**src/rtl/inst_encoder_pkg.sv**
```systemverilog
// ============================================================================
// Module      : inst_encoder_pkg
// Description : RV32I opcodes, encoder error codes and immediate range limits.
// Revision    : 1.0 - initial release
// ============================================================================
`default_nettype none

package inst_encoder_pkg;

    localparam logic [6:0] c_op_arithmetic     = 7'b0110011;
    localparam logic [6:0] c_op_arithmetic_imm = 7'b0010011;
    localparam logic [6:0] c_op_load           = 7'b0000011;
    localparam logic [6:0] c_op_jalr           = 7'b1100111;
    localparam logic [6:0] c_op_store          = 7'b0100011;
    localparam logic [6:0] c_op_branch         = 7'b1100011;
    localparam logic [6:0] c_op_jal            = 7'b1101111;

    localparam logic [1:0] c_err_none      = 2'd0;
    localparam logic [1:0] c_err_bad_op    = 2'd1;
    localparam logic [1:0] c_err_range     = 2'd2;
    localparam logic [1:0] c_err_misalign  = 2'd3;

    localparam int c_imm12_min = -2048;
    localparam int c_imm12_max = 2047;
    localparam int c_shamt_min = 0;
    localparam int c_shamt_max = 31;
    localparam int c_imm13_min = -4096;
    localparam int c_imm13_max = 4094;
    localparam int c_imm21_min = -1048576;
    localparam int c_imm21_max = 1048574;

    typedef enum logic [1:0] {
        ST_IDLE   = 2'd0,
        ST_ACTIVE = 2'd1,
        ST_DRAIN  = 2'd2,
        ST_HALT   = 2'd3
    } state_e;

endpackage

`default_nettype wire

```
**src/rtl/inst_encoder_imm_packer.sv**
```systemverilog
// ============================================================================
// Module      : imm_packer
// Description : Packs decoded RV32I fields and a signed immediate into one
//               instruction word, flagging bad opcodes and bad immediates.
// Revision    : 1.0 - initial release
// ============================================================================
`default_nettype none

module imm_packer
    import inst_encoder_pkg::*;
(
    input  logic [6:0]  i_opcode,
    input  logic [4:0]  i_rd,
    input  logic [4:0]  i_rs1,
    input  logic [4:0]  i_rs2,
    input  logic [2:0]  i_funct3,
    input  logic [6:0]  i_funct7,
    input  logic [31:0] i_imm,
    output logic [31:0] o_word,
    output logic [1:0]  o_err_code
);

    logic signed [31:0] w_imm_s;
    logic               w_is_shift;

    assign w_imm_s    = i_imm;
    assign w_is_shift = (i_funct3 == 3'b001) || (i_funct3 == 3'b101);

    // Range is tested before alignment so a doubly bad value reports range.
    always_comb begin
        o_word     = '0;
        o_err_code = c_err_none;
        case (i_opcode)
            c_op_arithmetic: begin
                o_word = {i_funct7, i_rs2, i_rs1, i_funct3, i_rd, i_opcode};
            end
            c_op_arithmetic_imm, c_op_load, c_op_jalr: begin
                if ((i_opcode == c_op_arithmetic_imm) && w_is_shift) begin
                    if (w_imm_s < c_shamt_min || w_imm_s > c_shamt_max)
                        o_err_code = c_err_range;
                    else
                        o_word = {i_funct7, i_imm[4:0], i_rs1, i_funct3, i_rd, i_opcode};
                end else if (w_imm_s < c_imm12_min || w_imm_s > c_imm12_max) begin
                    o_err_code = c_err_range;
                end else begin
                    o_word = {i_imm[11:0], i_rs1, i_funct3, i_rd, i_opcode};
                end
            end
            c_op_store: begin
                if (w_imm_s < c_imm12_min || w_imm_s > c_imm12_max)
                    o_err_code = c_err_range;
                else
                    o_word = {i_imm[11:5], i_rs2, i_rs1, i_funct3, i_imm[4:0], i_opcode};
            end
            c_op_branch: begin
                if (w_imm_s < c_imm13_min || w_imm_s > c_imm13_max)
                    o_err_code = c_err_range;
                else if (i_imm[0])
                    o_err_code = c_err_misalign;
                else
                    o_word = {i_imm[12], i_imm[10:5], i_rs2, i_rs1, i_funct3,
                              i_imm[4:1], i_imm[11], i_opcode};
            end
            c_op_jal: begin
                if (w_imm_s < c_imm21_min || w_imm_s > c_imm21_max)
                    o_err_code = c_err_range;
                else if (i_imm[0])
                    o_err_code = c_err_misalign;
                else
                    o_word = {i_imm[20], i_imm[10:1], i_imm[11], i_imm[19:12], i_rd, i_opcode};
            end
            default: o_err_code = c_err_bad_op;
        endcase
    end

endmodule

`default_nettype wire

```
**src/rtl/inst_encoder.sv**
```systemverilog
// ============================================================================
// Module      : inst_encoder
// Description : Encodes instruction requests and streams the words into
//               instruction memory through a one-deep output register.
// Revision    : 1.0 - initial release
// ============================================================================
`default_nettype none

module inst_encoder
    import inst_encoder_pkg::*;
#(
    parameter int ADDR_W = 32,
    parameter int CNT_W  = 16
) (
    input  logic              clk,
    input  logic              reset,
    input  logic              start,
    input  logic [ADDR_W-1:0] base_addr,
    input  logic              finish,
    input  logic              req_valid,
    output logic              req_ready,
    input  logic [6:0]        req_opcode,
    input  logic [4:0]        req_rd,
    input  logic [4:0]        req_rs1,
    input  logic [4:0]        req_rs2,
    input  logic [2:0]        req_funct3,
    input  logic [6:0]        req_funct7,
    input  logic [31:0]       req_imm,
    output logic              mem_write,
    output logic [ADDR_W-1:0] mem_addr,
    output logic [31:0]       mem_din,
    input  logic              mem_ready,
    output logic              busy,
    output logic              err,
    output logic [1:0]        err_code,
    output logic [CNT_W-1:0]  words_written
);

    state_e              state_q, state_d;
    logic                out_valid_q, out_valid_d;
    logic [ADDR_W-1:0]   addr_q, addr_d;
    logic [31:0]         din_q, din_d;
    logic                err_q, err_d;
    logic [1:0]          err_code_q, err_code_d;
    logic [CNT_W-1:0]    cnt_q, cnt_d;

    logic [31:0]         w_word;
    logic [1:0]          w_code;
    logic                w_accept;
    logic                w_complete;

    imm_packer u_imm_packer (
        .i_opcode   (req_opcode),
        .i_rd       (req_rd),
        .i_rs1      (req_rs1),
        .i_rs2      (req_rs2),
        .i_funct3   (req_funct3),
        .i_funct7   (req_funct7),
        .i_imm      (req_imm),
        .o_word     (w_word),
        .o_err_code (w_code)
    );

    assign req_ready  = (state_q == ST_ACTIVE) && (!out_valid_q || mem_ready);
    assign w_accept   = req_valid && req_ready;
    assign w_complete = out_valid_q && mem_ready;

    always_comb begin
        state_d     = state_q;
        out_valid_d = out_valid_q;
        addr_d      = addr_q;
        din_d       = din_q;
        err_d       = err_q;
        err_code_d  = err_code_q;
        cnt_d       = cnt_q;

        // A completing write frees the slot before a new word may take it.
        if (w_complete) begin
            out_valid_d = 1'b0;
            addr_d      = addr_q + ADDR_W'(4);
            if (cnt_q != '1)
                cnt_d = cnt_q + CNT_W'(1);
        end

        case (state_q)
            ST_ACTIVE: begin
                if (w_accept && (w_code != c_err_none)) begin
                    err_d      = 1'b1;
                    err_code_d = w_code;
                    state_d    = ST_HALT;
                end else begin
                    if (w_accept) begin
                        out_valid_d = 1'b1;
                        din_d       = w_word;
                    end
                    if (finish)
                        state_d = ST_DRAIN;
                end
            end
            ST_DRAIN: begin
                if (!out_valid_d)
                    state_d = ST_IDLE;
            end
            default: ;
        endcase

        if (start) begin
            state_d     = ST_ACTIVE;
            out_valid_d = 1'b0;
            addr_d      = base_addr & ~ADDR_W'(3);
            din_d       = '0;
            err_d       = 1'b0;
            err_code_d  = c_err_none;
            cnt_d       = '0;
        end
    end

    always_ff @(posedge clk or posedge reset) begin
        if (reset) begin
            state_q     <= ST_IDLE;
            out_valid_q <= 1'b0;
            addr_q      <= '0;
            din_q       <= '0;
            err_q       <= 1'b0;
            err_code_q  <= c_err_none;
            cnt_q       <= '0;
        end else begin
            state_q     <= state_d;
            out_valid_q <= out_valid_d;
            addr_q      <= addr_d;
            din_q       <= din_d;
            err_q       <= err_d;
            err_code_q  <= err_code_d;
            cnt_q       <= cnt_d;
        end
    end

    assign mem_write     = out_valid_q;
    assign mem_addr      = addr_q;
    assign mem_din       = din_q;
    assign busy          = (state_q != ST_IDLE);
    assign err           = err_q;
    assign err_code      = err_code_q;
    assign words_written = cnt_q;

endmodule

`default_nettype wire

```
**config.mk**
```make
export PLATFORM = sky130hd
export DESIGN_NAME = inst_encoder
export DESIGN_NICKNAME = d
export VERILOG_FILES = /design/src/rtl/inst_encoder_pkg.sv /design/src/rtl/inst_encoder_imm_packer.sv /design/src/rtl/inst_encoder.sv
export SDC_FILE = /design/constraint.sdc
export NUM_CORES = 1
export LEC_CHECK = 0
export ABC_AREA = 1
export BUFFER_PORTS_ARGS = -buffer_cell sky130_fd_sc_hd__buf_2
export CORE_ASPECT_RATIO = 0.6
export CORE_MARGIN = 2
export CORE_UTILIZATION = 45
export DETAILED_ROUTE_END_ITERATION = 10
export GPL_TIMING_DRIVEN = 1
export PLACE_DENSITY = 0.73
export SLEW_MARGIN = 20
export SYNTH_ARGS = -nofsm -noshare
export SYNTH_HDL_FRONTEND = slang
export SYNTH_SLANG_ARGS = --single-unit
export TNS_END_PERCENT = 50
```
**constraint.sdc**
```tcl
create_clock -name clk -period 4.15 [get_ports clk]
set_clock_uncertainty 0.1 [all_clocks]
set_input_delay 0.2075 -clock clk [delete_from_list [all_inputs] [get_ports clk]]
set_output_delay 0.2075 -clock clk [all_outputs]
set_load 0.02 [all_outputs]
```
==> results of run 1 <==
placed cells by master (no fill, tap or decap), drive strengths merged, types with 9 or more instances in the layout:
cell type	count
o211ai	14
nand2	269
inv	82
nand3	52
o21ai	51
a21oi	16
dlygate4sd3	14
nor3	17
xnor2	10
dfrtp	84
clkbuf	9
nand4	15
xor2	19
buf	189
nor2	96
worst max-delay path, delay by kind of cell, from the launching register on:
family	cells	cell delay [ns]
xor+xnor	1	0.19
flops	1	0.43
simple gates	6	1.75
compound gates	1	0.08
sequential cells by signal (all words and copies together), names as in the netlist:
signal	count
mem_write	1
mem_din	32
err	1
words_written	16
err_code	2
state_q	2
mem_addr	30
cell families (layout without fill, tap and decap cells):
family,count (synthesis),count (layout),share of synthesized area (%)
xor+xnor,29,29,4.70
flops,84,84,38.9
compound gates,101,101,11.6
simple gates,456,456,36.6
buf+inv,98,299,7.71
other cells,1,2,0.0694
fa+ha+maj,2,2,0.463
worst min path at each step:
stage / start / endpoint / slack, ns
finish: base_addr[18] / mem_addr[18] / 0.005
global route: base_addr[18] / mem_addr[18] / 0.004
CTS: base_addr[9] / mem_addr[9] / 0.0006
detailed placement: reset / mem_din[1] / 0.33
global placement: reset / mem_din[0] / 0.32
floorplan: base_addr[10] / mem_addr[10] / 0.23
final cells by class:
type	count	area (sq um)
clock inverter	7	105
tap	160	200
inverter	80	309
timing repair buffer	203	1100
clock buffer	9	225
sequential	84	2100
fill	1108	4550
multi-input combinational	590	2890
metrics by stage:
stage	hold slack, ns	std cells	util, %
6_report	0.00534	1133	60.3
5_1_grt	0.00368	1133	60.3
4_1_cts	0.000581	1133	60.3
3_5_place_dp	0.332	1103	56.3
3_3_place_gp	0.319	1103	56.3
2_1_floorplan	0.234	772	-
routing by layer:
metal / part of all wire (%) / vias to the layer above / track usage, %
li1: - / 2874 / -
met1: 51 / 2622 / 42.8
met4: 0.70 / 0 / 4.99
met3: 9.9 / 11 / 6.80
met5: 0 / - / 0
met2: 38 / 244 / 35.6
report_power, final:
part	internal (uW)	total [uW]	switching, uW	leakage (uW)
logic	165	468	303	0.00232
clock network	540	907	367	0.000164
registers	873	947	74.1	0.00110
total	1580	2320	744	0.00359
==> impl_metrics.csv, run 1 <==
group,metric,value,unit
sta,timing.final.setup_violations,0,
critical_path,crit_required,4.27,ns
clock_tree,clockRootBuffer,"clkbuf_16",
clock_tree,htreeDepth,3,
synthesis,yosys.area.top_type,"dfrtp_1",
clock_tree,clkTransAtPathRegs,0.07,ns
synthesis,synth_cells,771,
route,wl_per_cell,15.1,um
floorplanning,rows,30,
hold_path,hp-class,"input pin to flip-flop",
floorplanning,die_x,145,um
outcome,status,"complete, no violations",
cells_and_area,final_nets,1072,
critical_path,worstReg2RegEnd,"mem_addr[31]",
synthesis,ys_warn_count,0,
global_route,antenna_found_initial,0,
critical_path,slowest_stage,"nor4_1",
critical_path,arrival,2.79,ns
critical_path,r2r_slack,1.48,ns
sta,worst_slew_pin_slew,1.05,ns
synthesis,syn-cell-area,5400,sq um
clock_tree,clkLatencyLatePin,0.34,ns
synthesis,synth_edf_count,0,
route,drc,0,
synthesis,synth_seq_area_share,38.9,%
global_route,grt_pass1_vias,5135,
synthesis,synth_top_area_share,38.9,%
critical_path,startpoint,"mem_addr[2]",
sta,fin_setup_tns,0,ns
critical_path,crit_path_start_kind,"flip-flop",
clock_tree,cts-buffers-inserted,9,
pwr,total_power,2320,uW
critical_path,r2r-start,"mem_addr[2]",
sta,max_freq,0.374,GHz
sta,hold_viol,0,
floorplanning,core_region_area,11500,sq um
sta,fin_crit_sh,64.4,%
route,first_iter_violations,481,
sta,timing.final.crit_period,2.67,ns
clock_tree,cts_buffer_depth,2,
critical_path,cp_max_fo,5,
route,drt-pass1-iter-count,5,
clock_tree,cts_tree,"done",
global_route,track_usage,26.7,%
critical_path,critical_path_class,"flip-flop to flip-flop",
clock_tree,postCtsSetupBuffers,0,
critical_path,crit_chain,"nand3_1 -> nor4_1 -> nand2_1 -> nor2_1 -> nand3_1 -> xor2_1 -> nand2_1 -> o211ai_1",
route,via_per_inst,5.08,
route,dr_total_vias,5751,
cells_and_area,layout-drive-gt1-share,24.8,%
pwr,power_density,335,nW/um^2
floorplanning,ios,188,
cells_and_area,design_area,6930,sq um
global_route,grt_overflow,0,
cells_and_area,syn2layout_area_growth,28.3,%
run,max_cap_violations,0,
clock_tree,numClockSinks,84,
placement,place_area,6460,sq um
sta,rsz0062_at_grt,"false",
sta,slew_headroom,29.6,%
critical_path,reg2reg_depth,8,
sta,fin_ws,1.48,ns
clock_tree,hold_buffers,14,
global_route,grt_pass1_wl,27000,um
clock_tree,cts_resized,0,
synthesis,synthTopCellsByArea,"dfrtp_1, nand2_1, nor2_1, inv_1, nand3_1",
global_route,grt_max_degree,52,
placement,gp_congestion,0.941,
placement,dpl.hpwl,13200,um
pwr,vdd_drop_max,0.216,mV
critical_path,endpoint,"mem_addr[31]",
floorplanning,start_util,47.0,%
synthesis,synthArstFlopShare,100,%
placement,pre_cts_ws,1.30,ns
floorplanning,die_h,88.9,um
pwr,cellLeakagePower,0.00359,uW
cells_and_area,n_antenna_cell,0,
synthesis,synthMostInstantiatedCell,"nand2_1",
critical_path,max_stage_delay,0.74,ns
floorplanning,die-area,12900,sq um
placement,port_buffers,183,
critical_path,endpoint_kind,"flip-flop",
synthesis,syn_area_per_cell,7.01,sq um
sta,slew_violations,0,
synthesis,ys_seq_elements,84,
synthesis,netlist_top_cells_count,"nand2_1, nor2_1, dfrtp_1",
hold_path,hold_depth,3,
synthesis,ys_types,44,
synthesis,synthFlopType,"dfrtp_1",
route,ant_nets,0,
route,routed_wirelength,17100,um
Note: power is estimated with default switching activity, not from simulation.
==> inputs of run 2 (changes only) <==
--- a/config.mk
+++ b/config.mk
@@ -12,7 +12,7 @@
 export CORE_UTILIZATION = 45
 export DETAILED_ROUTE_END_ITERATION = 10
 export GPL_TIMING_DRIVEN = 1
-export PLACE_DENSITY = 0.73
+export PLACE_DENSITY = 0.76
 export SLEW_MARGIN = 20
 export SYNTH_ARGS = -nofsm -noshare
 export SYNTH_HDL_FRONTEND = slang
==> constraint.sdc (replaced) <==
create_clock -name clk -period 2.2 [get_ports clk]
set_clock_uncertainty 0.1 [all_clocks]
set_input_delay 0.11 -clock clk [delete_from_list [all_inputs] [get_ports clk]]
set_output_delay 0.11 -clock clk [all_outputs]
set_load 0.02 [all_outputs]
==> impl_metrics.csv, run 2 (synthesis results as in run 1) <==
group,metric,value,unit
route,drc,0,
critical_path,cp_max_fo,6,
clock_tree,cts-buffers-inserted,9,
clock_tree,cts_buffer_depth,2,
global_route,grt_max_degree,54,
clock_tree,cts_tree,"done",
global_route,grt_pass1_wl,28600,um
global_route,grt_overflow,0,
route,first_iter_violations,500,
critical_path,max_stage_delay,0.53,ns
cells_and_area,n_antenna_cell,0,
sta,slew_violations,0,
critical_path,critical_path_buf_inv_count,5,
placement,gp_congestion,0.969,
sta,hold_viol,0,
route,routed_wirelength,18200,um
clock_tree,htreeDepth,3,
critical_path,crit_required,2.37,ns
pwr,power_density,560,nW/um^2
floorplanning,die_h,88.9,um
pwr,vdd_drop_max,0.387,mV
sta,fin_setup_tns,0,ns
cells_and_area,syn2layout_area_growth,40.4,%
cells_and_area,fin_cells,1202,
floorplanning,core_region_area,11500,sq um
sta,max_freq,0.483,GHz
cells_and_area,layout_commonest_cell,"nand2_1",
clock_tree,clkTransAtPathRegs,0.07,ns
floorplanning,start_util,47.0,%
floorplanning,rows,30,
route,ant_nets,0,
clock_tree,clockRootBuffer,"clkbuf_16",
cells_and_area,layout-drive-gt1-share,28.6,%
global_route,antenna_found_initial,0,
sta,slew_headroom,60.3,%
critical_path,slowest_stage,"dlygate4sd3_1",
cells_and_area,n_fill_cell,1027,
pwr,cellLeakagePower,0.00391,uW
placement,port_buffers,183,
hold_path,hp-class,"input pin to flip-flop",
route,via_per_inst,5.12,
cells_and_area,largest_reg_flops,32,
global_route,track_usage,28.1,%
critical_path,crit_chain,"dlygate4sd3_1 -> buf_2 -> inv_1 -> nor2_1 -> nand2_1 -> nor2_2 -> o21ai_2 -> nand3_2 -> nand2_2 -> nor2_4 -> nand2_4 -> nand2_4 -> nand2_2 -> inv_4 -> buf_12 -> nand2_1 -> o21ai_2",
critical_path,arrival,2.24,ns
sta,timing.final.crit_period,2.07,ns
cells_and_area,final_cell_mix,"nand2_1, buf_2, nor2_1, dfrtp_1, inv_1",
critical_path,crit_path_start_kind,"input pin",
run,max_cap_violations,0,
global_route,grt_pass1_vias,5543,
sta,worst_slew_pin_slew,0.591,ns
outcome,status,"complete, no violations",
floorplanning,die-area,12900,sq um
sta,fin_crit_sh,94.2,%
critical_path,crit_family,"simple AND/OR/NAND/NOR gates",
placement,placed_cells,1146,
route,wl_per_cell,15.1,um
route,drt-pass1-iter-count,5,
cells_and_area,final_nets,1141,
clock_tree,clkLatencyLatePin,0.34,ns
route,dr_total_vias,6151,
critical_path,endpoint_kind,"flip-flop",
floorplanning,die_x,145,um
critical_path,critical_path_class,"input pin to flip-flop",
floorplanning,ios,188,
sta,rsz0062_at_grt,"true",
placement,dpl.hpwl,13900,um
sta,timing.final.setup_violations,0,
clock_tree,numClockSinks,84,
## run 2: worst min-delay path: cells and delay by family
kind                   cells  cell delay, ns
AOI/OAI and AO/OA          2            0.22
buffers and inverters      1            0.08
## run 2: worst paths after layout
| path | start | endpoint | slack [ns] | depth (start not counted) |
|---|---|---|---|---|
| worst max-delay path | req_funct3[0] | mem_din[16] | 0.13 | 17 |
| worst min-delay path | req_rs1[3] | mem_din[18] | 0.005 | 3 |
| worst max register to register | mem_addr[11] | mem_addr[25] | 0.18 | 9 |
| worst min register to register | mem_din[8] | mem_din[8] | 0.37 | 2 |
| max in group asynchronous | reset | err_code[0] | 1.29 | 4 |
| min in group asynchronous | reset | mem_din[22] | 0.16 | 3 |
## run 2: timing repair
action                                  4_1_cts  5_1_grt
hold buffers                                 36        1
endpoints found under the setup margin        2       43
resized for setup                             1       14
hold endpoints to repair                    119        1
cloned                                        0        1
pin swaps                                     0        1
setup buffers                                 0        2
## run 2: where the power goes
group	switching (uW)	internal [uW]	leakage, uW
clock	691	786	0.000136
sequential	126	1650	0.00110
combinational	611	389	0.00267
total	1430	2820	0.00391
## run 2: routing by layer
layer | vias up | global-route usage (%) | routed length, um
met3 | 14 | 7.42 | 1870
met1 | 2786 | 45.2 | 9270
met4 | 0 | 5.53 | 153
li1 | 3020 | - | -
met2 | 331 | 36.8 | 6900
met5 | - | 0 | 0
## run 2: final cells by class
cell class              count  area [sq um]  area share [%]
multi-input cells         591          2950            38.8
flip-flops and latches     84          2100            27.7
repair buffers            271          1740            23.0
inverters                  80           312            4.10
clock buffers               9           225            2.97
well taps                 160           200            2.64
clock inverters             7          60.1           0.791
## run 2: through the flow
step | power [uW] | utilization, % | hold slack, ns | setup WS [ns] | area (sq um)
after CTS | 4250 | 65.3 | 0.000720 | 0.0385 | 7490
after global placement | 2710 | 59.6 | -0.0477 | -0.0110 | 6850
after detailed placement | 2720 | 59.6 | -0.0394 | -0.0656 | 6850
after floorplan | 2310 | - | 0.137 | 0.0941 | 5410
after global routing | 4480 | 66.1 | 0.0191 | -0.00578 | 7590
final | 4250 | 66.1 | 0.00468 | 0.128 | 7590
==> inputs of run 3 (changes only) <==
--- a/config.mk
+++ b/config.mk
@@ -10,6 +10,7 @@
 export CORE_ASPECT_RATIO = 0.6
 export CORE_MARGIN = 2
 export CORE_UTILIZATION = 45
+export CTS_BUF_LIST = sky130_fd_sc_hd__clkbuf_4 sky130_fd_sc_hd__clkbuf_8
 export DETAILED_ROUTE_END_ITERATION = 10
 export GPL_TIMING_DRIVEN = 1
 export PLACE_DENSITY = 0.76
==> impl_metrics.csv, run 3 (synthesis results as in run 1) <==
group,metric,value,unit
outcome,status,"complete, no violations",
placement,dpl.hpwl,13900,um
clock_tree,clkTransAtPathRegs,0.10,ns
critical_path,crit_path_start_kind,"input pin",
floorplanning,die_h,88.9,um
cells_and_area,final_nets,1156,
clock_tree,cts_tree,"done",
pwr,cellLeakagePower,0.00392,uW
route,ant_nets,0,
route,wl_per_cell,15.4,um
route,drt-pass1-iter-count,5,
sta,worst_slew_pin_slew,0.617,ns
sta,hold_viol,0,
floorplanning,ios,188,
sta,timing.final.setup_violations,0,
critical_path,cp_common_cell,"o21ai_2",
global_route,track_usage,28.6,%
placement,placed_cells,1146,
route,dr_total_vias,6261,
global_route,grt_pass1_vias,5662,
critical_path,critical_path_buf_inv_count,3,
global_route,grt_max_degree,54,
cells_and_area,final_cell_mix,"nand2_1, buf_2, nor2_1, dfrtp_1, inv_1",
floorplanning,die_x,145,um
global_route,grt_overflow,0,
sta,fin_setup_tns,0,ns
critical_path,crit_chain,"dlygate4sd3_1 -> buf_2 -> nor2_1 -> nand2_1 -> nor2_2 -> o21ai_2 -> nand3_2 -> buf_4 -> nand3_1 -> a21boi_0 -> o21ai_2",
placement,gp_congestion,0.969,
pwr,vdd_drop_max,0.341,mV
clock_tree,clockRootBuffer,"clkbuf_8",
floorplanning,core_region_area,11500,sq um
critical_path,arrival,2.21,ns
route,first_iter_violations,523,
sta,fin_crit_sh,93.5,%
sta,timing.final.crit_period,2.06,ns
pwr,power_density,509,nW/um^2
cells_and_area,final_util,66.4,%
clock_tree,cts-buffers-inserted,9,
critical_path,cp_max_fo,7,
route,routed_wirelength,18700,um
cells_and_area,layout_commonest_cell,"nand2_1",
cells_and_area,layout-drive-gt1-share,28.1,%
cells_and_area,n_antenna_cell,0,
placement,port_buffers,183,
sta,max_freq,0.486,GHz
cells_and_area,fin_cells,1217,
route,drc,0,
critical_path,crit_required,2.35,ns
critical_path,critical_path_class,"input pin to flip-flop",
critical_path,max_stage_delay,0.54,ns
sta,slew_headroom,58.6,%
sta,hold_slack,0.0319,ns
placement,place_area,6850,sq um
clock_tree,htreeDepth,3,
cells_and_area,design_area,7620,sq um
hold_path,hp-class,"input pin to flip-flop",
clock_tree,cts_buffer_depth,2,
floorplanning,start_util,47.0,%
floorplanning,rows,30,
critical_path,crit_family,"buffers and inverters",
floorplanning,die-area,12900,sq um
cells_and_area,largest_reg_flops,32,
clock_tree,numClockSinks,84,
critical_path,slowest_stage,"dlygate4sd3_1",
clock_tree,clkLatencyLatePin,0.36,ns
cells_and_area,syn2layout_area_growth,41.1,%
critical_path,endpoint_kind,"flip-flop",
sta,slew_violations,0,
run,max_cap_violations,0,
global_route,antenna_found_initial,0,
global_route,grt_pass1_wl,29200,um
route,via_per_inst,5.14,
[run 3: cell type report]
class                   instances  area (sq um)
fillers                      1011          3860
flip-flops and latches         84          2100
multi-input cells             591          2940
clock buffers                   9           124
repair buffers                286          1880
inverters                      80           312
clock inverters                 7          60.1
well taps                     160           200
[run 3: final timing paths]
check | slack [ns] | start | cells after the start | endpoint
max | 0.14 | req_funct3[1] | 11 | mem_din[15]
min | 0.03 | req_imm[2] | 5 | mem_din[9]
max reg2reg | 0.15 | mem_addr[2] | 9 | mem_addr[25]
min reg2reg | 0.38 | mem_din[8] | 2 | mem_din[8]
max in group asynchronous | 1.33 | reset | 4 | state_q[1]
min in group asynchronous | 0.13 | reset | 3 | mem_din[9]
[run 3: report_power, final]
group | internal, uW | total, uW | switching, uW
clock network | 431 | 1080 | 651
logic | 408 | 1030 | 620
registers | 1650 | 1770 | 124
total | 2480 | 3880 | 1400
[run 3: worst reg2reg max path: stages, from the launching register on]
cell and delay [ns]:
dfrtp_1 0.43, nand3_1 0.19, nor4_2 0.27, buf_4 0.19
nand3_1 0.12, nor2_1 0.19, nand4_1 0.12, xor2_1 0.17
nand2_1 0.08, o211ai_1 0.09
[run 3: metrics by stage]
step	power (uW)	setup WS, ns
3_5_place_dp	2720	-0.0656
3_3_place_gp	2710	-0.0110
2_1_floorplan	2310	0.0941
6_report	3880	0.143
4_1_cts	3870	0.0332
5_1_grt	4100	-0.0302
[run 3: repair_timing]
| item | in CTS | in global routing |
|---|---|---|
| pin swaps | 0 | 1 |
| setup endpoints to repair | 2 | 32 |
| buffers inserted | 0 | 1 |
| gates resized for setup | 1 | 13 |
| hold buffers | 53 | 0 |
| endpoints found under the hold margin | 136 | 0 |
| gates cloned | 0 | 1 |
[run 3: layer usage]
| metal | part of all wire, % | global-route usage [%] |
|---|---|---|
| met1 | 50 | 44.6 |
| met2 | 38 | 38.7 |
| met3 | 9.9 | 8.04 |
| met4 | 1.5 | 5.97 |
| met5 | 0 | 0 |
